[src/rtl/rr_decode_arbiter.sv]
`default_nettype none
// ============================================================================
// Module   : rr_decode_arbiter
// Brief    : Round-robin arbiter driving a shared 4-to-16 decoder (A/E inputs)
//            for 16 requesters. Each grant is held until done, request drop
//            or an optional hold limit, followed by one idle gap cycle.
// Options  : define RR_ONEHOT_OUT_EN to add the gated one-hot grant_onehot
//            output (internal decode of grant_addr/grant_en).
// Revision : 1.0 - initial release
// ============================================================================
module rr_decode_arbiter #(
  parameter int MAX_HOLD = 0,
  parameter int CNT_W    = 8
) (
  input  logic        clk,
  input  logic        rst_n,
  input  logic [15:0] req,
  input  logic        done,
  output logic [3:0]  grant_addr,
  output logic        grant_en,
  output logic        busy,
  output logic        timeout
`ifdef RR_ONEHOT_OUT_EN
  ,
  output logic [15:0] grant_onehot
`endif
);

  localparam logic [1:0] S_IDLE  = 2'd0;
  localparam logic [1:0] S_GRANT = 2'd1;
  localparam logic [1:0] S_GAP   = 2'd2;

  // Hold-limit compare value; only meaningful when the limit is enabled.
  localparam logic             c_hold_en   = (MAX_HOLD != 0);
  localparam logic [CNT_W-1:0] c_hold_last = (MAX_HOLD == 0) ? '0 : CNT_W'(MAX_HOLD - 1);
  localparam logic [CNT_W-1:0] c_cnt_max   = '1;

  logic [1:0]       r_state;
  logic [1:0]       w_state_nxt;
  logic [3:0]       r_ptr;
  logic [CNT_W-1:0] r_hold_cnt;

  logic [3:0]       w_win_idx;
  logic             w_found;
  logic             w_req_any;
  logic             w_drop;
  logic             w_hold_hit;
  logic             w_release;

  logic [3:0]       w_addr_nxt;
  logic             w_en_nxt;
  logic             w_busy_nxt;
  logic             w_timeout_nxt;
  logic [3:0]       w_ptr_nxt;
  logic [CNT_W-1:0] w_cnt_nxt;

  assign w_req_any  = |req;
  assign w_drop     = ~req[grant_addr];
  assign w_hold_hit = c_hold_en && (r_hold_cnt == c_hold_last);
  assign w_release  = done || w_drop || w_hold_hit;

  // Priority search: first set request at or above ptr, wrapping 15 -> 0.
  always_comb begin
    w_win_idx = r_ptr;
    w_found   = 1'b0;
    for (int i = 0; i < 16; i++) begin
      if (!w_found && req[r_ptr + 4'(i)]) begin
        w_win_idx = r_ptr + 4'(i);
        w_found   = 1'b1;
      end
    end
  end

  // State register.
  always_ff @(posedge clk or negedge rst_n) begin
    if (!rst_n) begin
      r_state <= S_IDLE;
    end else begin
      r_state <= w_state_nxt;
    end
  end

  // Next-state logic: IDLE -> GRANT -> GAP -> IDLE.
  always_comb begin
    w_state_nxt = r_state;
    case (r_state)
      S_IDLE:  if (w_req_any) w_state_nxt = S_GRANT;
      S_GRANT: if (w_release) w_state_nxt = S_GAP;
      S_GAP:   w_state_nxt = S_IDLE;
      default: w_state_nxt = S_IDLE;
    endcase
  end

  // Output/datapath next values; everything below is registered.
  always_comb begin
    w_addr_nxt    = grant_addr;
    w_en_nxt      = 1'b0;
    w_busy_nxt    = 1'b0;
    w_timeout_nxt = 1'b0;
    w_ptr_nxt     = r_ptr;
    w_cnt_nxt     = r_hold_cnt;
    case (r_state)
      S_IDLE: begin
        if (w_req_any) begin
          w_addr_nxt = w_win_idx;
          w_en_nxt   = 1'b1;
          w_busy_nxt = 1'b1;
          w_cnt_nxt  = '0;
        end
      end
      S_GRANT: begin
        w_busy_nxt = 1'b1;
        if (w_release) begin
          // Releasing owner drops to lowest priority.
          w_ptr_nxt     = grant_addr + 4'd1;
          // Only flag a timeout when the limit alone forced the release.
          w_timeout_nxt = w_hold_hit && !done && !w_drop;
        end else begin
          w_en_nxt  = 1'b1;
          w_cnt_nxt = (r_hold_cnt == c_cnt_max) ? r_hold_cnt : r_hold_cnt + CNT_W'(1);
        end
      end
      default: begin
        // GAP (and unreachable encodings): decoder disabled, head to IDLE.
      end
    endcase
  end

  // Registered outputs, priority pointer and hold counter.
  always_ff @(posedge clk or negedge rst_n) begin
    if (!rst_n) begin
      grant_addr <= 4'd0;
      grant_en   <= 1'b0;
      busy       <= 1'b0;
      timeout    <= 1'b0;
      r_ptr      <= 4'd0;
      r_hold_cnt <= '0;
    end else begin
      grant_addr <= w_addr_nxt;
      grant_en   <= w_en_nxt;
      busy       <= w_busy_nxt;
      timeout    <= w_timeout_nxt;
      r_ptr      <= w_ptr_nxt;
      r_hold_cnt <= w_cnt_nxt;
    end
  end

`ifdef RR_ONEHOT_OUT_EN
  // Gated decode of the grant address; all zeros whenever grant_en is low.
  always_comb begin
    grant_onehot = 16'd0;
    if (grant_en) grant_onehot[grant_addr] = 1'b1;
  end
`endif

endmodule
`default_nettype wire

[config.mk]
export PLATFORM = sky130hd
export DESIGN_NAME = rr_decode_arbiter
export DESIGN_NICKNAME = d
export VERILOG_FILES = /design/src/rtl/rr_decode_arbiter.sv
export SDC_FILE = /design/constraint.sdc
export NUM_CORES = 1
export LEC_CHECK = 0
export CAP_MARGIN = 20
export CORE_ASPECT_RATIO = 1.75
export CORE_UTILIZATION = 55
export DETAILED_ROUTE_END_ITERATION = 8
export PLACE_DENSITY = 0.76
export SYNTH_ARGS = -nofsm -noshare
export SYNTH_HDL_FRONTEND = slang
export SYNTH_SLANG_ARGS = --single-unit
export TNS_END_PERCENT = 100
[constraint.sdc]
create_clock -name clk -period 6.75 [get_ports clk]
set_input_delay 1.35 -clock clk [delete_from_list [all_inputs] [get_ports clk]]
set_output_delay 1.35 -clock clk [all_outputs]
set_load 0.01 [all_outputs]
==> flow_summary.json, run 1 <==
{
  "status": "complete, no violations",
  "yosys.area.top_type_share_pct": 25.1,
  "tightest_slew_ps": 1090,
  "tns_ps": 0,
  "drtIter0Drc": 316,
  "wl_per_cell_um": 24.6,
  "hold_class": "reg2reg",
  "final_common_cell": "mux4_2",
  "finalMaxSlewViolations": 0,
  "fin_crit_sh_pct": 69.7,
  "synth_area_leaders": "mux4_2 (25%), dfrtp_1 (9.3%), mux2_2 (7.7%)",
  "async_flop_share_pct": 100,
  "critical_path_class": "reg2reg",
  "final_antenna_net_count": 0,
  "vias": 3243,
  "seqCellArea_um2": 300,
  "end_kind": "register",
  "grt_overflow": 0,
  "synthCells": 348,
  "num-fill-cells": 487,
  "grt_usage_pct": 36.9,
  "port_buffers": 24,
  "cap_viol_max_count": 0,
  "nNetsFinal": 384,
  "wirelength_um": 10600,
  "skew_ps": 0.997,
  "io_pins": 26,
  "layout_common_cells": "mux4_2 (36), nor2_1 (28), nand2_1 (28)",
  "yosys.area.top_type": "mux4_2",
  "synth_edf_count": 0,
  "fmax_ghz": 0.213,
  "drtPass1Iterations": 5,
  "path_clk_slew_ps": 50,
  "crit_required_ps": 6900,
  "ys_types": 66,
  "die_area_um2": 6200,
  "dpl_cell_area_um2": 3460,
  "holdBufCountCts": 0,
  "clk_latency_ps": 240,
  "yosysSeqAreaShare_pct": 9.28,
  "cts_setup_buffers": 0,
  "rsz0062_at_grt": "false",
  "rows": 36,
  "grt_max_degree": 35,
  "crit_fanout": 34,
  "die_h_um": 103,
  "ctsResizeCount": 0,
  "fin_area_um2": 3520,
  "dp_hpwl_um": 8000,
  "grt_pass1_wl_um": 16600,
  "layout-drive-gt1-share_pct": 21.1,
  "cts_tree": "done",
  "via_per_inst": 7.51,
  "clock_path_buffers": 2,
  "gp_congestion": 1.08,
  "route.detailed.drc": 0,
  "place_ws_ps": 1880,
  "cts.htree.levels": 1,
  "grt_antenna_before_repair": 0,
  "syn_avg_cell_area_um2": 9.29,
  "grt_pass1_vias": 3032,
  "synthFlopType": "dfrtp_1",
  "clkSinkCount": 12,
  "hold_viol_final": 0,
  "cp-start-kind": "register",
  "synth_fp_nets": 375,
  "relSlewSlack_pct": 27.5,
  "root_buffer": "clkbuf_8",
  "core_area_um2": 5630,
  "die_x_um": 60.0,
  "setup_ws_ps": 2050,
  "arrival_ps": 4850,
  "initial_core_util_pct": 57.4,
  "diodes": 0,
  "numCtsBuffers": 3,
  "yosysWarnings": 0,
  "ys_ff_latch": 12,
  "setup_violations": 0,
  "fin_crit_ps": 4700,
  "multi_input_area_um2": 2750,
  "area_growth_syn_to_layout_pct": 8.78,
  "synth_area_um2": 3230
}
## synth_stat cells, drive strengths merged, types with 3 or more instances
| library cell | number |
|---|---|
| nand3 | 10 |
| a21oi | 14 |
| dfrtp | 12 |
| nand2 | 28 |
| nor4 | 6 |
| o22ai | 6 |
| buf | 18 |
| xnor2 | 7 |
| clkbuf | 8 |
| nor3 | 5 |
| nand4 | 4 |
| a31oi | 7 |
| o211ai | 8 |
| o211a | 4 |
| o21ai | 14 |
| mux4 | 38 |
| a22oi | 3 |
| inv | 9 |
| or3 | 7 |
| ha | 8 |
| or2 | 3 |
| mux2 | 24 |
| xor2 | 9 |
| nor2 | 28 |
| mux2i | 23 |
| a21boi | 3 |
## final cells by class
| class | instances | area share (%) |
|---|---|---|
| flip-flops and latches | 12 | 8.53 |
| repair buffers | 30 | 8.11 |
| clock buffers | 4 | 1.56 |
| multi-input cells | 301 | 78.1 |
| inverters | 9 | 0.960 |
| well taps | 76 | 2.70 |
## metrics by stage
step	util (%)	std cells	hold WS [ps]
after floorplan	-	348	473
after global placement	61.5	428	499
after detailed placement	61.5	428	513
after CTS	62.5	432	520
after global routing	62.5	432	541
final	62.5	432	522
## registers in the layout (all words and copies together) (netlist names)
signal / count
r_ptr: 4
r_state: 2
grant_addr: 4
grant_en: 1
busy: 1
## per-layer routing
metal	part of all wire (%)	vias to the layer above	global-route usage, %	routed length [um]
met5	0	-	0	0
met4	7.8	0	25.9	826
met3	6.8	58	2.61	720
met2	51	209	61.6	5360
met1	35	1561	44.2	3700
li1	-	1415	-	-
## critical path: stages, from the launching register on
cell and delay [ps]:
dfrtp_1 320, buf_4 390, inv_1 350, ha_1 380, buf_4 260, mux4_1 690
mux2_4 330, a2111o_1 480, and4bb_1 540, nand2_1 200, o22ai_1 240, mux2_1 350
o221ai_1 70
## path summary, 6_finish.rpt
check                           start             to  slack (ps)  cells past startpoint
hold reg to reg            r_state[1]           busy         520                      1
hold / removal             r_state[1]           busy         520                      1
setup reg to reg             r_ptr[0]  grant_addr[0]        2050                     12
min in group asynchronous       rst_n     r_state[0]        1460                      1
max in group asynchronous       rst_n       r_ptr[2]        4930                      1
setup / recovery             r_ptr[0]  grant_addr[0]        2050                     12
## cell families after synthesis
logic type	Yosys count	synth area share [%]
fa+ha+maj	8	3.09
xor+xnor	16	4.33
buf+inv	35	5.73
other cells	1	0.116
simple gates	105	16.4
compound gates	86	18.8
mux	85	42.3
flops	12	9.28
Power of run 1 is left out: the tool's default activity adds up to more than one toggle a clock period on the data nets, which glitch-free logic cannot reach.
==> run 2, diff against run 1 <==
- PLACE_DENSITY: 0.76 -> 0.79
- clock period: 6.75 -> 4.2 ns (I/O delays scaled with it)
==> run 2 against run 1 <==
Against the previous run: utilization is 4.4 points higher; critical endpoint is now grant_addr[1]; wire length increased by 11%; largest cell class unchanged; clock skew rose by 4.1 ps; setup slack worse by 1800 ps; sequential cell count is the same.
==> flow_summary.json, run 2 (same netlist as run 1, synthesis figures left out) <==
{
  "status": "complete, no violations",
  "die_x_um": 60.0,
  "cts_setup_buffers": 0,
  "max_stage_delay_ps": 580,
  "grt_overflow": 0,
  "reg_top3": "grant_addr x4, r_ptr x4, r_state x2",
  "final_antenna_net_count": 0,
  "via_per_inst": 7.29,
  "layout_common_cells": "buf_4 (38), mux4_2 (36), nor2_1 (28), nand2_1 (28), clkdlybuf4s50_1 (24)",
  "clk_latency_ps": 240,
  "arrival_ps": 4130,
  "tns_ps": 0,
  "hold_class": "reg2reg",
  "num-fill-cells": 448,
  "rr_worst_depth": 11,
  "fin_crit_sh_pct": 94.7,
  "nNetsFinal": 417,
  "grt_antenna_before_repair": 0,
  "area_growth_syn_to_layout_pct": 16.4,
  "path_delay_family": "multiplexers",
  "crit_required_ps": 4350,
  "clock_path_buffers": 2,
  "r2r-end": "grant_addr[0]",
  "io_pins": 26,
  "path_buf_inv": 1,
  "grt_pass1_vias": 3454,
  "rsz0062_at_grt": "false",
  "dpl_cell_area_um2": 3700,
  "holdPathStages": 1,
  "cts_tree": "done",
  "diodes": 0,
  "layout-drive-gt1-share_pct": 27.8,
  "fmax_ghz": 0.251,
  "cp-start-kind": "input pin",
  "grt_pass1_wl_um": 18500,
  "setup_violations": 0,
  "relSlewSlack_pct": 36.8,
  "worstPathCellList": "clkdlybuf4s50_1 > mux4_2 > mux4_2 > a2111o_1 > and4bb_1 > nand4_1 > o211ai_1 > o21ai_1 > a21oi_1",
  "clkSinkCount": 12,
  "seqCellArea_um2": 300,
  "numCtsBuffers": 3,
  "place_ws_ps": 102,
  "grt_max_degree": 27,
  "route.detailed.drc": 0,
  "drtPass1Iterations": 5,
  "drtIter0Drc": 277,
  "rr_startpoint": "r_ptr[1]",
  "port_buffers": 24,
  "initial_core_util_pct": 57.4,
  "worstHoldStart": "r_state[1]",
  "ctsResizeCount": 0,
  "end_kind": "register",
  "wl_per_cell_um": 25.2,
  "core_area_um2": 5630,
  "wirelength_um": 11700,
  "path_clk_slew_ps": 60,
  "finalMaxSlewViolations": 0,
  "fin_area_um2": 3760,
  "cts.htree.levels": 1,
  "skew_ps": 5.09,
  "hold_viol_final": 0,
  "die_h_um": 103,
  "reg2reg_slack_ps": 340,
  "fin_crit_ps": 3980,
  "root_buffer": "clkbuf_8",
  "grt_usage_pct": 41.3,
  "multi_input_area_um2": 2750,
  "vias": 3391,
  "worst_path_max_delay_cell": "clkdlybuf4s50_1",
  "worstHoldEndpoint": "busy",
  "gp_congestion": 1.12,
  "dp_hpwl_um": 9080,
  "crit_fanout": 10,
  "critical_path_class": "in2reg",
  "rows": 36,
  "holdBufCountCts": 0,
  "path_common_cell": "mux4_2",
  "tightest_slew_ps": 942,
  "final_common_cell": "buf_4",
  "setup_ws_ps": 221,
  "cap_viol_max_count": 0,
  "die_area_um2": 6200
}
[run 2: worst max path at each step]
| stage | from | to | slack (ps) | cells past startpoint |
|---|---|---|---|---|
| finish | req[1] | grant_addr[1] | 220 | 9 |
| global route | r_ptr[1] | grant_addr[0] | 100 | 11 |
| CTS | req[1] | grant_addr[0] | 340 | 9 |
| detailed placement | req[1] | grant_addr[0] | 100 | 9 |
| global placement | req[1] | grant_addr[2] | 120 | 9 |
| floorplan | r_ptr[1] | grant_addr[1] | 120 | 15 |
[run 2: stage by stage]
step,std cells,hold slack (ps),util (%)
4_1_cts,464,529,66.8
3_5_place_dp,460,516,65.8
5_1_grt,465,543,66.8
3_3_place_gp,460,502,65.8
2_1_floorplan,348,473,-
6_report,465,539,66.8
[run 2: metal layers]
| metal | share of wire, % | GRT usage (%) | vias up |
|---|---|---|---|
| met5 | 0 | 0 | - |
| met4 | 8.0 | 28.4 | 0 |
| met3 | 7.5 | 8.71 | 80 |
| met2 | 52 | 71.4 | 231 |
| met1 | 32 | 43.5 | 1607 |
| li1 | - | - | 1473 |
[run 2: cell type report]
type / instances / share of cell area (%)
sequential: 12 / 7.98
multi-input combinational: 301 / 73.0
inverter: 9 / 0.898
tap: 76 / 2.53
clock buffer: 4 / 1.46
timing repair buffer: 63 / 14.1
Power of run 2 is left out for the same reason.
